$ cat src/rtl/clock_pkg.sv
// Shared types and constants for the digital clock core: FSM state encoding
// (equal to the set_field display code) and time-field widths/limits.
package clock_pkg;

  typedef enum logic [1:0] {
    RUN   = 2'd0,
    SET_H = 2'd1,
    SET_M = 2'd2,
    SET_S = 2'd3
  } state_t;

  localparam int SEC_W  = 6;
  localparam int MIN_W  = 6;
  localparam int HOUR_W = 5;

  localparam logic [SEC_W-1:0] SEC_MAX = 6'd59;
  localparam logic [MIN_W-1:0] MIN_MAX = 6'd59;

  // +1 with wrap back to zero after max
  function automatic logic [5:0] wrap_inc(input logic [5:0] v, input logic [5:0] max);
    return (v == max) ? 6'd0 : v + 6'd1;
  endfunction

endpackage

$ cat src/rtl/clk_prescaler.sv
// Divides clk by CLK_HZ/TICK_HZ and emits a 1-cycle tick while counting.
// The counter holds when run is low; clear forces it back to zero.
module clk_prescaler #(
  parameter int CLK_HZ  = 50_000_000,
  parameter int TICK_HZ = 1
) (
  input  logic clk,
  input  logic rst,
  input  logic run,
  input  logic clear,
  output logic tick
);

  localparam int DIV = CLK_HZ / TICK_HZ;
  localparam int CW  = (DIV > 2) ? $clog2(DIV) : 1;
  localparam logic [CW-1:0] LAST = CW'(DIV - 1);

  logic [CW-1:0] cnt_reg;

  // Combinational so the counters see tick on the same edge the count wraps
  assign tick = run && !rst && (cnt_reg == LAST);

  always_ff @(posedge clk) begin
    if (rst || clear) begin
      cnt_reg <= '0;
    end else if (run) begin
      cnt_reg <= (cnt_reg == LAST) ? '0 : cnt_reg + 1'b1;
    end
  end

endmodule

$ cat src/rtl/digital_clock_core.sv
// Hours/minutes/seconds timekeeping core with pause and H->M->S set mode.
// Optional alarm enabled by defining DIGITAL_CLOCK_ALARM_EN.
module digital_clock_core
  import clock_pkg::*;
#(
  parameter int CLK_HZ     = 50_000_000,
  parameter int TICK_HZ    = 1,
  parameter int HOUR_MAX   = 24,
  parameter int ALARM_SECS = 60
) (
  input  logic       clk,
  input  logic       rst,
  input  logic       pause,
  input  logic       set_btn,
  input  logic       inc,
  input  logic [4:0] alarm_h,
  input  logic [5:0] alarm_m,
  input  logic       alarm_ack,
  output logic [5:0] sec,
  output logic [5:0] min,
  output logic [4:0] hour,
  output logic       tick,
  output logic [1:0] set_field,
  output logic       alarm
);

  localparam logic [HOUR_W-1:0] HOUR_LAST = HOUR_W'(HOUR_MAX - 1);

  state_t              state_reg, state_next;
  logic [SEC_W-1:0]    sec_reg, sec_next;
  logic [MIN_W-1:0]    min_reg, min_next;
  logic [HOUR_W-1:0]   hour_reg, hour_next, hour_inc;
  logic                run, clear, tick_w;

  assign run   = (state_reg == RUN) && !pause;
  assign clear = (state_reg == SET_S) && set_btn;

  clk_prescaler #(
    .CLK_HZ  (CLK_HZ),
    .TICK_HZ (TICK_HZ)
  ) u_prescaler (
    .clk   (clk),
    .rst   (rst),
    .run   (run),
    .clear (clear),
    .tick  (tick_w)
  );

  assign hour_inc = (hour_reg == HOUR_LAST) ? '0 : hour_reg + 5'd1;

  // set_btn takes priority over inc within a set state
  always_comb begin
    state_next = state_reg;
    sec_next   = sec_reg;
    min_next   = min_reg;
    hour_next  = hour_reg;
    unique case (state_reg)
      RUN: begin
        if (set_btn) state_next = SET_H;
        if (tick_w) begin
          sec_next = wrap_inc(sec_reg, SEC_MAX);
          if (sec_reg == SEC_MAX) begin
            min_next = wrap_inc(min_reg, MIN_MAX);
            if (min_reg == MIN_MAX) hour_next = hour_inc;
          end
        end
      end
      SET_H: begin
        if (set_btn)  state_next = SET_M;
        else if (inc) hour_next  = hour_inc;
      end
      SET_M: begin
        if (set_btn)  state_next = SET_S;
        else if (inc) min_next   = wrap_inc(min_reg, MIN_MAX);
      end
      SET_S: begin
        if (set_btn)  state_next = RUN;
        else if (inc) sec_next   = wrap_inc(sec_reg, SEC_MAX);
      end
    endcase
  end

  always_ff @(posedge clk) begin
    if (rst) begin
      state_reg <= RUN;
      sec_reg   <= '0;
      min_reg   <= '0;
      hour_reg  <= '0;
    end else begin
      state_reg <= state_next;
      sec_reg   <= sec_next;
      min_reg   <= min_next;
      hour_reg  <= hour_next;
    end
  end

  assign sec       = sec_reg;
  assign min       = min_reg;
  assign hour      = hour_reg;
  assign tick      = tick_w;
  assign set_field = state_reg;

`ifdef DIGITAL_CLOCK_ALARM_EN
  localparam int AW = $clog2(ALARM_SECS + 1);

  logic          alarm_reg;
  logic [AW-1:0] alarm_cnt_reg;
  logic          alarm_hit;

  // tick only exists in RUN, so the match is implicitly RUN-only
  assign alarm_hit = tick_w && (hour_next == alarm_h) &&
                     (min_next == alarm_m) && (sec_next == '0);

  always_ff @(posedge clk) begin
    if (rst || alarm_ack) begin
      alarm_reg     <= 1'b0;
      alarm_cnt_reg <= '0;
    end else if (alarm_hit) begin
      alarm_reg     <= 1'b1;
      alarm_cnt_reg <= '0;
    end else if (alarm_reg && tick_w) begin
      if (alarm_cnt_reg == AW'(ALARM_SECS - 1)) begin
        alarm_reg     <= 1'b0;
        alarm_cnt_reg <= '0;
      end else begin
        alarm_cnt_reg <= alarm_cnt_reg + 1'b1;
      end
    end
  end

  assign alarm = alarm_reg;
`else
  logic unused_alarm_inputs;
  assign unused_alarm_inputs = ^{alarm_h, alarm_m, alarm_ack} ^ (ALARM_SECS > 0);
  assign alarm = 1'b0;
`endif

endmodule

$ cat config.mk
export PLATFORM = sky130hd
export DESIGN_NAME = digital_clock_core
export DESIGN_NICKNAME = d
export VERILOG_FILES = /design/src/rtl/clock_pkg.sv /design/src/rtl/clk_prescaler.sv /design/src/rtl/digital_clock_core.sv
export SDC_FILE = /design/constraint.sdc
export NUM_CORES = 1
export LEC_CHECK = 0
export BUFFER_PORTS_ARGS = -buffer_cell sky130_fd_sc_hd__buf_2
export CORE_ASPECT_RATIO = 1.4
export CORE_MARGIN = 2
export CORE_UTILIZATION = 56
export DETAILED_ROUTE_END_ITERATION = 8
export PLACE_DENSITY = 0.79
export SYNTH_ARGS = -nofsm -noshare
export SYNTH_HDL_FRONTEND = slang
export SYNTH_HIERARCHICAL = 1
export SYNTH_SLANG_ARGS = --single-unit
export TNS_END_PERCENT = 1
$ cat constraint.sdc
create_clock -name clk -period 3.4 [get_ports clk]
set_clock_uncertainty 0.05 [all_clocks]
set_input_delay 0.85 -clock clk [delete_from_list [all_inputs] [get_ports clk]]
set_output_delay 0.85 -clock clk [all_outputs]
set_load 0.03 [all_outputs]
==> results of run 1 <==
-- final cells by class --
| cell class | instances | area (um^2) |
|---|---|---|
| well taps | 43 | 53.8 |
| inverters | 14 | 52.6 |
| repair buffers | 27 | 143 |
| clock inverters | 1 | 5.00 |
| clock buffers | 7 | 96.3 |
| fillers | 360 | 1370 |
| multi-input cells | 208 | 1370 |
| flip-flops and latches | 45 | 901 |
-- power groups by stage --
stage               combinational (uW)  sequential [uW]  clock (uW)
detailed placement                 509              625           0
global route                       574              620         388
floorplan                          327              674           0
global placement                   500              623           0
CTS                                515              612         364
finish                             515              613         354
-- worst max-delay path by stage --
stage	from	end	slack, ns	depth (start not counted)
floorplan	set_field[0]$_SDFFE_PP0P_	hour[2]$_SDFFE_PP0P_	0.08	12
global route	set_field[0]$_SDFFE_PP0P_	tick	0.19	7
finish	set_field[0]$_SDFFE_PP0P_	tick	0.43	7
detailed placement	pause	hour[2]$_SDFFE_PP0P_	0.43	9
CTS	set_field[0]$_SDFFE_PP0P_	tick	0.43	7
global placement	pause	hour[2]$_SDFFE_PP0P_	0.45	9
-- per-layer routing --
| metal | vias up | wire (um) | track usage |
|---|---|---|---|
| li1 | 1062 | - | - |
| met1 | 977 | 1920 | 0.241 |
| met2 | 32 | 2550 | 0.399 |
| met3 | 2 | 158 | 0.0414 |
| met4 | 0 | 38 | 0.0727 |
| met5 | - | 0 | 0 |
-- cell families after synthesis --
kind of cell             Yosys count  share of synthesized area
AO/OA/AOI/OAI                     61                      0.169
XOR/XNOR                          17                     0.0631
adder cells (fa/ha/maj)           10                     0.0530
buffers and inverters             24                     0.0419
flip-flops                        45                      0.382
multiplexers                       5                     0.0212
other                              1                    0.00159
AND/OR/NAND/NOR                  114                      0.269
-- tightest hold or removal path, stage by stage, from the launching register on --
cell                      delay (ns)
sky130_fd_sc_hd__dfxtp_1        0.32
sky130_fd_sc_hd__o31ai_1        0.06
sky130_fd_sc_hd__a21oi_1        0.05
-- cell usage in the layout, fill, tap and decap left out, types with 8 or more instances in the layout --
cell                      netlist  final
sky130_fd_sc_hd__dfxtp_1       45     45
sky130_fd_sc_hd__nor2_1        27     27
sky130_fd_sc_hd__buf_2          4     24
sky130_fd_sc_hd__a21oi_1       20     20
sky130_fd_sc_hd__nand2_1       18     18
sky130_fd_sc_hd__nand3_1       15     15
sky130_fd_sc_hd__inv_1         14     14
sky130_fd_sc_hd__xnor2_1       13     13
sky130_fd_sc_hd__o21ai_0       11     11
sky130_fd_sc_hd__ha_1          10     10
sky130_fd_sc_hd__or4_1          9      9
sky130_fd_sc_hd__o31ai_1        8      8
sky130_fd_sc_hd__nor3_1         9      8
sky130_fd_sc_hd__or3_1          8      8
sky130_fd_sc_hd__nand4_1        8      8
-- per-stage QoR --
step                      utilization  hold slack [ns]  worst slack [ns]
final                           0.657            0.426             0.434
after global routing            0.657            0.453             0.186
after CTS                       0.657            0.434             0.429
after detailed placement        0.631            0.424             0.426
after global placement          0.631            0.414             0.448
after floorplan                     -            0.398            0.0761
==> reports/qor.yml, run 1 <==
finish.cell_count_without_fillers: 345
totalNegativeSetupSlack_ns: 0
power.net_switching_uw: 556
synth-warning-count: 6
placed_cells_incl_taps: 337
p_sw_frac: 0.375
yosysUniqueCellTypes: 48
n_antenna_cell: 0
vias_per_cell: 6.01
io_pins: 38
cts_hold_buf: 0
grt-ovfl-total: 0
fin_nets: 328
dr.pass1.iters: 4
antenna_violating_nets_post_route: 0
drc: 0
worstSetupStartpointType: "flop"
finalHoldViolCount: 0
dr_total_vias: 2073
number_of_buffers_inserted_during_clock_tree_synthesis: 5
crit_chain: "inv_1, ha_1, nor2b_1, and4_1, nand4_1, nor3_2, buf_2"
synth_common_cells: "sky130_fd_sc_hd__dfxtp_1 (45), sky130_fd_sc_hd__nor2_1 (27), sky130_fd_sc_hd__a21oi_1 (20), sky130_fd_sc_hd__nand2_1 (18), sky130_fd_sc_hd__nand3_1 (15)"
setup_violations: 0
cp_max_fo: 8
tritoncts_num_sinks: 45
worst_path_dominant_cell_family: "simple AND/OR/NAND/NOR gates"
totalPowerFinal_uw: 1480
crit_required_ns: 2.50
critPathKind: "reg2out"
globalplace.congestion: 0.758
worstMarginPinSlew_ns: 0.499
syn_area_um2: 2360
ctsRootBufferMaster: "sky130_fd_sc_hd__clkbuf_8"
synthArstFlopShare: 0
netlist_top_cells_area: "sky130_fd_sc_hd__dfxtp_1 (38%), sky130_fd_sc_hd__ha_1 (5.3%), sky130_fd_sc_hd__xnor2_1 (4.8%), sky130_fd_sc_hd__nor2_1 (4.3%), sky130_fd_sc_hd__a21oi_1 (4.2%)"
floorplan.rows: 27
postSynthAreaPerCell_um2: 8.52
postLayoutCellArea_um2: 2620
core_area_um2: 3990
clkLatencyLatePin_ns: 0.28
post_route_cells_drive_above_1_share: 0.132
synth_sequential_area_ratio: 0.382
power_density_nw_per_um2: 566
min_period_ns: 2.97
final_max_slew_viol_count: 0
cts_tree: "built"
die_area_um2: 4760
dominant_cell_type_by_area_after_synthesis: "sky130_fd_sc_hd__dfxtp_1"
holdPathStages: 2
critical_path.n_buffers_inverters: 2
dp_hpwl_mm: 3.44
global_route.usage.total: 0.216
syn_to_final_growth_pct: 10.9
antenna_violations_before_repair: 0
cellLeakagePower_uw: 0.00100
timing.slew.headroom: 0.659
yosys_register_bits: 45
grt_start_max_net_pins: 26
first_pass_grt_wire_length_mm: 8.10
buffer_ports.inserted: 24
die_height_um: 80.8
end_kind: "output pin"
p_clk_frac: 0.239
route.final.wire_length_mm: 4.67
synth_enable_flop_cells: 0
initial_utilization: 0.592
wire_per_inst_um: 13.5
maxCapViolCount: 0
vias_in_the_first_global_route: 1916
ctsResizeCount: 0
regToRegSetupSlack_ns: 0.50
post_cts_buffers: 0
synthFlopType: "sky130_fd_sc_hd__dfxtp_1"
critical_path.slowest_cell: "sky130_fd_sc_hd__dfxtp_1"
irDropWorstVdd_mv: 0.486
worstRegToRegCells: 10
critPathMaxStageDelay_ns: 0.34
chipWidth_um: 58.9
synth_cells: 277
max_freq_ghz: 0.337
cts.reportedPaths.clkPinSlew_ns: 0.08
critical_path_arrival_ns: 2.07
timing.rr.end: "hour[2]$_SDFFE_PP0P_"
post-synth-top-count-cell: "sky130_fd_sc_hd__dfxtp_1"
min_to: "u_prescaler/cnt_reg[25]$_SDFFE_PP0P_"
cts_buffer_depth: 2
min_from: "u_prescaler/cnt_reg[25]$_SDFFE_PP0P_"
rsz0062_at_grt: "false"
power.share.combinational: 0.348
placed_standard_cell_area_um2: 2520
power_frac_seq: 0.414
rr_startpoint: "set_field[0]$_SDFFE_PP0P_"
status: "completed"
drt_iter0_drc: 60
hold_class: "reg2reg"
finalCritPeriodShare: 0.872
yosysTopAreaCellShare: 0.382
syn_nets: 304
p_int_uw: 926
cts-htree-levels: 2
number_of_flip_flops_in_the_largest_register: 26
Power figures use the tool's default switching activity.
==> run 2, diff against run 1 <==
--- a/config.mk
+++ b/config.mk
@@ -8,9 +8,9 @@
 export BUFFER_PORTS_ARGS = -buffer_cell sky130_fd_sc_hd__buf_2
 export CORE_ASPECT_RATIO = 1.4
 export CORE_MARGIN = 2
-export CORE_UTILIZATION = 56
+export CORE_UTILIZATION = 46
 export DETAILED_ROUTE_END_ITERATION = 8
-export PLACE_DENSITY = 0.79
+export PLACE_DENSITY = 0.67
 export SYNTH_ARGS = -nofsm -noshare
 export SYNTH_HDL_FRONTEND = slang
 export SYNTH_HIERARCHICAL = 1
==> run 2 against run 1 <==
- setup slack lost 0.011 ns
- critical path type unchanged
- first-iteration DRC count rose by 68%
- wire length increased by 2.6%
- largest cell class unchanged
- hold slack gained 0.014 ns
- die area is 20% higher
- fmax down 0.36%
- register-to-register slack hardly changed
- sequential power barely moved
- critical endpoint unchanged
- design area is 1.0% higher
- core utilization fell by 11 points
==> reports/qor.yml, run 2 (synthesis gave the netlist of run 1 again) <==
status: "completed"
initial_utilization: 0.484  # -0.108
cts_tree: "built"
clkLatencyLatePin_ns: 0.29  # about the same
grt-ovfl-total: 0  # unchanged
irDropWorstVdd_mv: 0.491  # +1.0%
setup_violations: 0  # unchanged
core_area_um2: 4880  # +22%
layout.cells.most_common_list: "sky130_fd_sc_hd__dfxtp_1 (45), sky130_fd_sc_hd__nor2_1 (27), sky130_fd_sc_hd__buf_2 (24)"
ctsResizeCount: 0  # unchanged
p_int_uw: 926  # about the same
hold_slack_ns: 0.441  # +0.0142 ns
timing.slew.headroom: 0.624  # -0.0346
worstMarginPinSlew_ns: 0.549  # +0.0505 ns
min_to: "hour[4]$_SDFFE_PP0P_"
finalCritPeriodShare: 0.875  # +0.00314
ctsRootBufferMaster: "sky130_fd_sc_hd__clkbuf_8"
rr_startpoint: "set_field[0]$_SDFFE_PP0P_"
cts_buffer_depth: 2  # unchanged
regToRegSetupSlack_ns: 0.49  # about the same
worstSetupStartpointType: "flop"
post_cts_buffers: 0  # unchanged
post_route_cells_drive_above_1_share: 0.132  # unchanged
route.final.wire_length_mm: 4.78  # +2.6%
finish.cell_count_without_fillers: 366  # +6.1%
io_pins: 38  # unchanged
min_from: "hour[4]$_SDFFE_PP0P_"
power_density_nw_per_um2: 560  # -1.1%
drc: 0  # unchanged
vias_in_the_first_global_route: 1936  # +1.0%
finalHoldViolCount: 0  # unchanged
power.share.combinational: 0.342  # -0.006
number_of_flip_flops_in_the_largest_register: 26  # unchanged
max_freq_ghz: 0.336  # -0.36%
critPathKind: "reg2out"
cp_max_fo: 8  # unchanged
cts-htree-levels: 2  # unchanged
n_antenna_cell: 0  # unchanged
commonest_non_fill_non_tap_cell_in_the_layout: "sky130_fd_sc_hd__dfxtp_1"
holdPathStages: 2  # unchanged
power_frac_seq: 0.415  # about the same
crit_required_ns: 2.50  # about the same
tritoncts_num_sinks: 45  # unchanged
hold_class: "reg2reg"
antenna_violations_before_repair: 0  # unchanged
syn_to_final_growth_pct: 12.0
cts.reportedPaths.clkPinSlew_ns: 0.08  # about the same
buffer_ports.inserted: 24  # unchanged
p_sw_frac: 0.374  # -0.00121
end_kind: "output pin"
dp_hpwl_mm: 3.44  # +0.10%
power.net_switching_uw: 554  # -0.43%
timing.rr.end: "hour[2]$_SDFFE_PP0P_"
global_route.usage.total: 0.184  # -0.0315
number_of_buffers_inserted_during_clock_tree_synthesis: 5  # unchanged
dr_total_vias: 2060  # -0.63%
p_clk_frac: 0.243  # +0.004
floorplan.rows: 30  # +11%
placed_cells_incl_taps: 358  # +6.2%
rsz0062_at_grt: "false"
totalNegativeSetupSlack_ns: 0  # unchanged
dr.pass1.iters: 4  # unchanged
cellLeakagePower_uw: 0.00100  # unchanged
drt_iter0_drc: 101  # +68%
wire_per_inst_um: 13.1  # -3.3%
first_pass_grt_wire_length_mm: 8.45  # +4.3%
die_area_um2: 5730  # +20%
min_period_ns: 2.98  # +0.0107 ns
totalPowerFinal_uw: 1480  # -0.10%
n_fill_cell: 489  # +36%
grt_start_max_net_pins: 26  # unchanged
final_max_slew_viol_count: 0  # unchanged
antenna_violating_nets_post_route: 0  # unchanged
vias_per_cell: 5.63  # -6.3%
chipWidth_um: 64.6  # +9.6%
maxCapViolCount: 0  # unchanged
critical_path_arrival_ns: 2.08  # about the same
cts_hold_buf: 0  # unchanged
die_height_um: 88.8  # +9.8%
fin_nets: 328  # unchanged
globalplace.congestion: 0.742  # -2.1%
worstRegToRegCells: 10  # unchanged
## run 2: final cells by class
| type | instances | area (um^2) | share of cell area |
|---|---|---|---|
| well taps | 64 | 80.1 | 0.0303 |
| clock buffers | 7 | 96.3 | 0.0364 |
| repair buffers | 27 | 143 | 0.0540 |
| flip-flops and latches | 45 | 901 | 0.341 |
| inverters | 14 | 52.6 | 0.0199 |
| multi-input cells | 208 | 1370 | 0.517 |
| clock inverters | 1 | 5.00 | 0.00189 |
## run 2: stage by stage
step	util	worst slack (ns)	instance area, um^2
floorplan	-	0.0761	2370
global placement	0.521	0.448	2540
detailed placement	0.521	0.400	2540
CTS	0.542	0.383	2640
global route	0.542	0.190	2640
finish	0.542	0.424	2640
## run 2: per-layer routing
layer	share of wire	global-route usage	vias to the layer above
li1	-	-	1064
met1	0.45	0.215	966
met4	0.020	0.0735	0
met5	0	0	-
met3	0.019	0.0382	9
met2	0.51	0.329	21
## run 2: how the worst max path moves through the flow
stage	to	slack [ns]	start	depth (start not counted)
after floorplan	hour[2]$_SDFFE_PP0P_	0.08	set_field[0]$_SDFFE_PP0P_	12
after global placement	hour[2]$_SDFFE_PP0P_	0.45	pause	9
after detailed placement	hour[2]$_SDFFE_PP0P_	0.40	pause	9
after CTS	tick	0.38	set_field[0]$_SDFFE_PP0P_	7
after global routing	hour[2]$_SDFFE_PP0P_	0.19	set_field[0]$_SDFFE_PP0P_	10
final	tick	0.42	set_field[0]$_SDFFE_PP0P_	7
## run 2: critical path, cell delays in order (launching register included)
cell and delay [ns]:
sky130_fd_sc_hd__dfxtp_1 0.35, sky130_fd_sc_hd__inv_1 0.12, sky130_fd_sc_hd__ha_1 0.32, sky130_fd_sc_hd__nor2b_1 0.20, sky130_fd_sc_hd__and4_1 0.21, sky130_fd_sc_hd__nand4_1 0.14, sky130_fd_sc_hd__nor3_2 0.20, sky130_fd_sc_hd__buf_2 0.24
## run 2: power groups by stage
stage	combinational [uW]	clock, uW	sequential, uW
after floorplan	327	0	674
after global placement	503	0	626
after detailed placement	508	0	627
after CTS	510	373	615
after global routing	570	394	625
final	506	360	614
==> run 3, diff against run 2 <==
--- a/config.mk
+++ b/config.mk
@@ -6,11 +6,13 @@
 export NUM_CORES = 1
 export LEC_CHECK = 0
 export BUFFER_PORTS_ARGS = -buffer_cell sky130_fd_sc_hd__buf_2
+export CELL_PAD_IN_SITES_DETAIL_PLACEMENT = 2
+export CELL_PAD_IN_SITES_GLOBAL_PLACEMENT = 2
 export CORE_ASPECT_RATIO = 1.4
 export CORE_MARGIN = 2
-export CORE_UTILIZATION = 46
+export CORE_UTILIZATION = 33
 export DETAILED_ROUTE_END_ITERATION = 8
-export PLACE_DENSITY = 0.67
+export PLACE_DENSITY = 0.78
 export SYNTH_ARGS = -nofsm -noshare
 export SYNTH_HDL_FRONTEND = slang
 export SYNTH_HIERARCHICAL = 1
==> run 3 against run 2 <==
- clock power fell by 5.8%
- setup slack worse by 0.11 ns
- core utilization shrank 16 points
- critical path depth stayed put
- final cell count grew 8.7%
- hold slack better by 0.0056 ns
- combinational power grew 7.3%
- total power up 1.2%
- register-to-register slack got worse by 0.07 ns
- design area grew 1.0%
- sequential power barely moved
- non-clock buffer count increased by 1
- largest cell class unchanged
- largest power group unchanged
- highest routed layer unchanged
==> reports/qor.yml, run 3 (synthesis gave the netlist of run 1 again) <==
fin_nets: 329  # +0.30%
drt_iter0_drc: 52  # -49%
dr_total_vias: 2187  # +6.2%
cts-htree-levels: 2  # unchanged
commonest_non_fill_non_tap_cell_in_the_layout: "sky130_fd_sc_hd__dfxtp_1"
die_height_um: 104  # +17%
irDropWorstVdd_mv: 0.284  # -42%
worstRegToRegCells: 10  # unchanged
rsz0062_at_grt: "false"
worstSetupStartpointType: "flop"
worst_path_dominant_cell_family: "simple AND/OR/NAND/NOR gates"
hold_class: "reg2reg"
status: "completed"
drc: 0  # unchanged
tritoncts_num_sinks: 45  # unchanged
final_max_slew_viol_count: 0  # unchanged
cts_buffer_depth: 2  # unchanged
cts_tree: "built"
n_antenna_cell: 0  # unchanged
critical_path.n_buffers_inverters: 2  # unchanged
holdPathStages: 2  # unchanged
wire_per_inst_um: 16.0  # +22%
min_period_ns: 3.08  # +0.107 ns
critical_path_arrival_ns: 2.18  # +0.10 ns
cp_max_fo: 8  # unchanged
die_area_um2: 7860  # +37%
timing.slew.headroom: 0.610  # -0.0146
route.final.wire_length_mm: 6.36  # +33%
dp_hpwl_mm: 4.80  # +40%
multiInputGateArea_um2: 1370  # unchanged
post_cts_buffers: 0  # unchanged
ctsResizeCount: 0  # unchanged
number_of_buffers_inserted_during_clock_tree_synthesis: 5  # unchanged
cts_hold_buf: 0  # unchanged
initial_utilization: 0.340  # -0.143
critical_path.slowest_cell: "sky130_fd_sc_hd__dfxtp_1"
finalHoldViolCount: 0  # unchanged
hold_slack_ns: 0.446  # +0.00559 ns
power_density_nw_per_um2: 561  # +0.16%
syn_to_final_growth_pct: 13.1
buffer_ports.inserted: 24  # unchanged
critPathMaxStageDelay_ns: 0.35  # about the same
globalplace.congestion: 0.699  # -5.9%
cts.reportedPaths.clkPinSlew_ns: 0.09  # about the same
sequential_cell_area_um2: 901  # unchanged
core_area_um2: 6940  # +42%
antenna_violations_before_repair: 0  # unchanged
vias_in_the_first_global_route: 2305  # +19%
post_route_cells_drive_above_1_share: 0.132  # -0.000437
cellLeakagePower_uw: 0.000996  # -0.45%
chipWidth_um: 75.5  # +17%
grt-ovfl-total: 0  # unchanged
ctsRootBufferMaster: "sky130_fd_sc_hd__clkbuf_8"
totalNegativeSetupSlack_ns: 0  # unchanged
finalCritPeriodShare: 0.907  # +0.0316
critPathKind: "reg2out"
vias_per_cell: 5.49  # -2.4%
regToRegSetupSlack_ns: 0.42  # -0.07 ns
crit_chain: "inv_1, ha_1, nor2b_1, and4_1, nand4_1, nor3_2, buf_2"
global_route.usage.total: 0.176  # -0.00843
setup_violations: 0  # unchanged
timing.rr.end: "hour[2]$_SDFFE_PP0P_"
rr_startpoint: "set_field[0]$_SDFFE_PP0P_"
maxCapViolCount: 0  # unchanged
min_to: "u_prescaler/cnt_reg[25]$_SDFFE_PP0P_"
min_from: "u_prescaler/cnt_reg[25]$_SDFFE_PP0P_"
n_fill_cell: 833  # +70%
dr.pass1.iters: 4  # unchanged
io_pins: 38  # unchanged
floorplan.rows: 36  # +20%
layout.cells.most_common_list: "sky130_fd_sc_hd__dfxtp_1 (45), sky130_fd_sc_hd__nor2_1 (27), sky130_fd_sc_hd__buf_2 (24)"
clkLatencyLatePin_ns: 0.31  # +0.02 ns
grt_start_max_net_pins: 26  # unchanged
crit_required_ns: 2.50  # about the same
number_of_flip_flops_in_the_largest_register: 26  # unchanged
worstMarginPinSlew_ns: 0.571  # +0.0214 ns
max_freq_ghz: 0.324  # -3.5%
end_kind: "output pin"
first_pass_grt_wire_length_mm: 11.0  # +30%
antenna_violating_nets_post_route: 0  # unchanged
==> run 3: worst max path at each step <==
stage	start	cells past startpoint	slack, ns	end
6_report	set_field[0]$_SDFFE_PP0P_	7	0.32	tick
5_1_grt	set_field[0]$_SDFFE_PP0P_	7	0.09	tick
4_1_cts	set_field[0]$_SDFFE_PP0P_	7	0.28	tick
3_5_place_dp	pause	9	0.34	hour[2]$_SDFFE_PP0P_
3_3_place_gp	pause	9	0.43	hour[2]$_SDFFE_PP0P_
2_1_floorplan	set_field[0]$_SDFFE_PP0P_	12	0.08	hour[2]$_SDFFE_PP0P_
==> run 3: report_power, final <==
part | switching (uW) | leakage [uW] | internal [uW]
combinational | 364 | 0.000587 | 179
clock | 196 | 0.0000450 | 143
sequential | 51.1 | 0.000363 | 565
==> run 3: area by class of cell <==
cell class,instances,share of cell area
tap,95,0.0445
clock buffer,6,0.0272
timing repair buffer,28,0.0562
multi-input combinational,208,0.511
inverter,14,0.0197
sequential,45,0.337
clock inverter,2,0.00375
==> run 3: worst min-delay path, delay by kind of cell (launching register included) <==
kind	cells	cell delay (ns)
flops	1	0.33
compound gates	2	0.13
==> run 3: metal layers <==
metal  wire length [um]  GRT usage
met5                  0          0
met1               2470      0.182
met3                138     0.0300
met2               3630      0.335
met4                116     0.0602
==> run 3: metrics by stage <==
step | worst slack [ns] | power (uW) | area [um^2] | instances | util
finish | 0.316 | 1500 | 2670 | 398 | 0.385
global placement | 0.427 | 1160 | 2590 | 390 | 0.373
detailed placement | 0.339 | 1180 | 2590 | 390 | 0.373
CTS | 0.276 | 1530 | 2670 | 398 | 0.385
floorplan | 0.0761 | 1000 | 2370 | 277 | -
global route | 0.0893 | 1600 | 2670 | 398 | 0.385
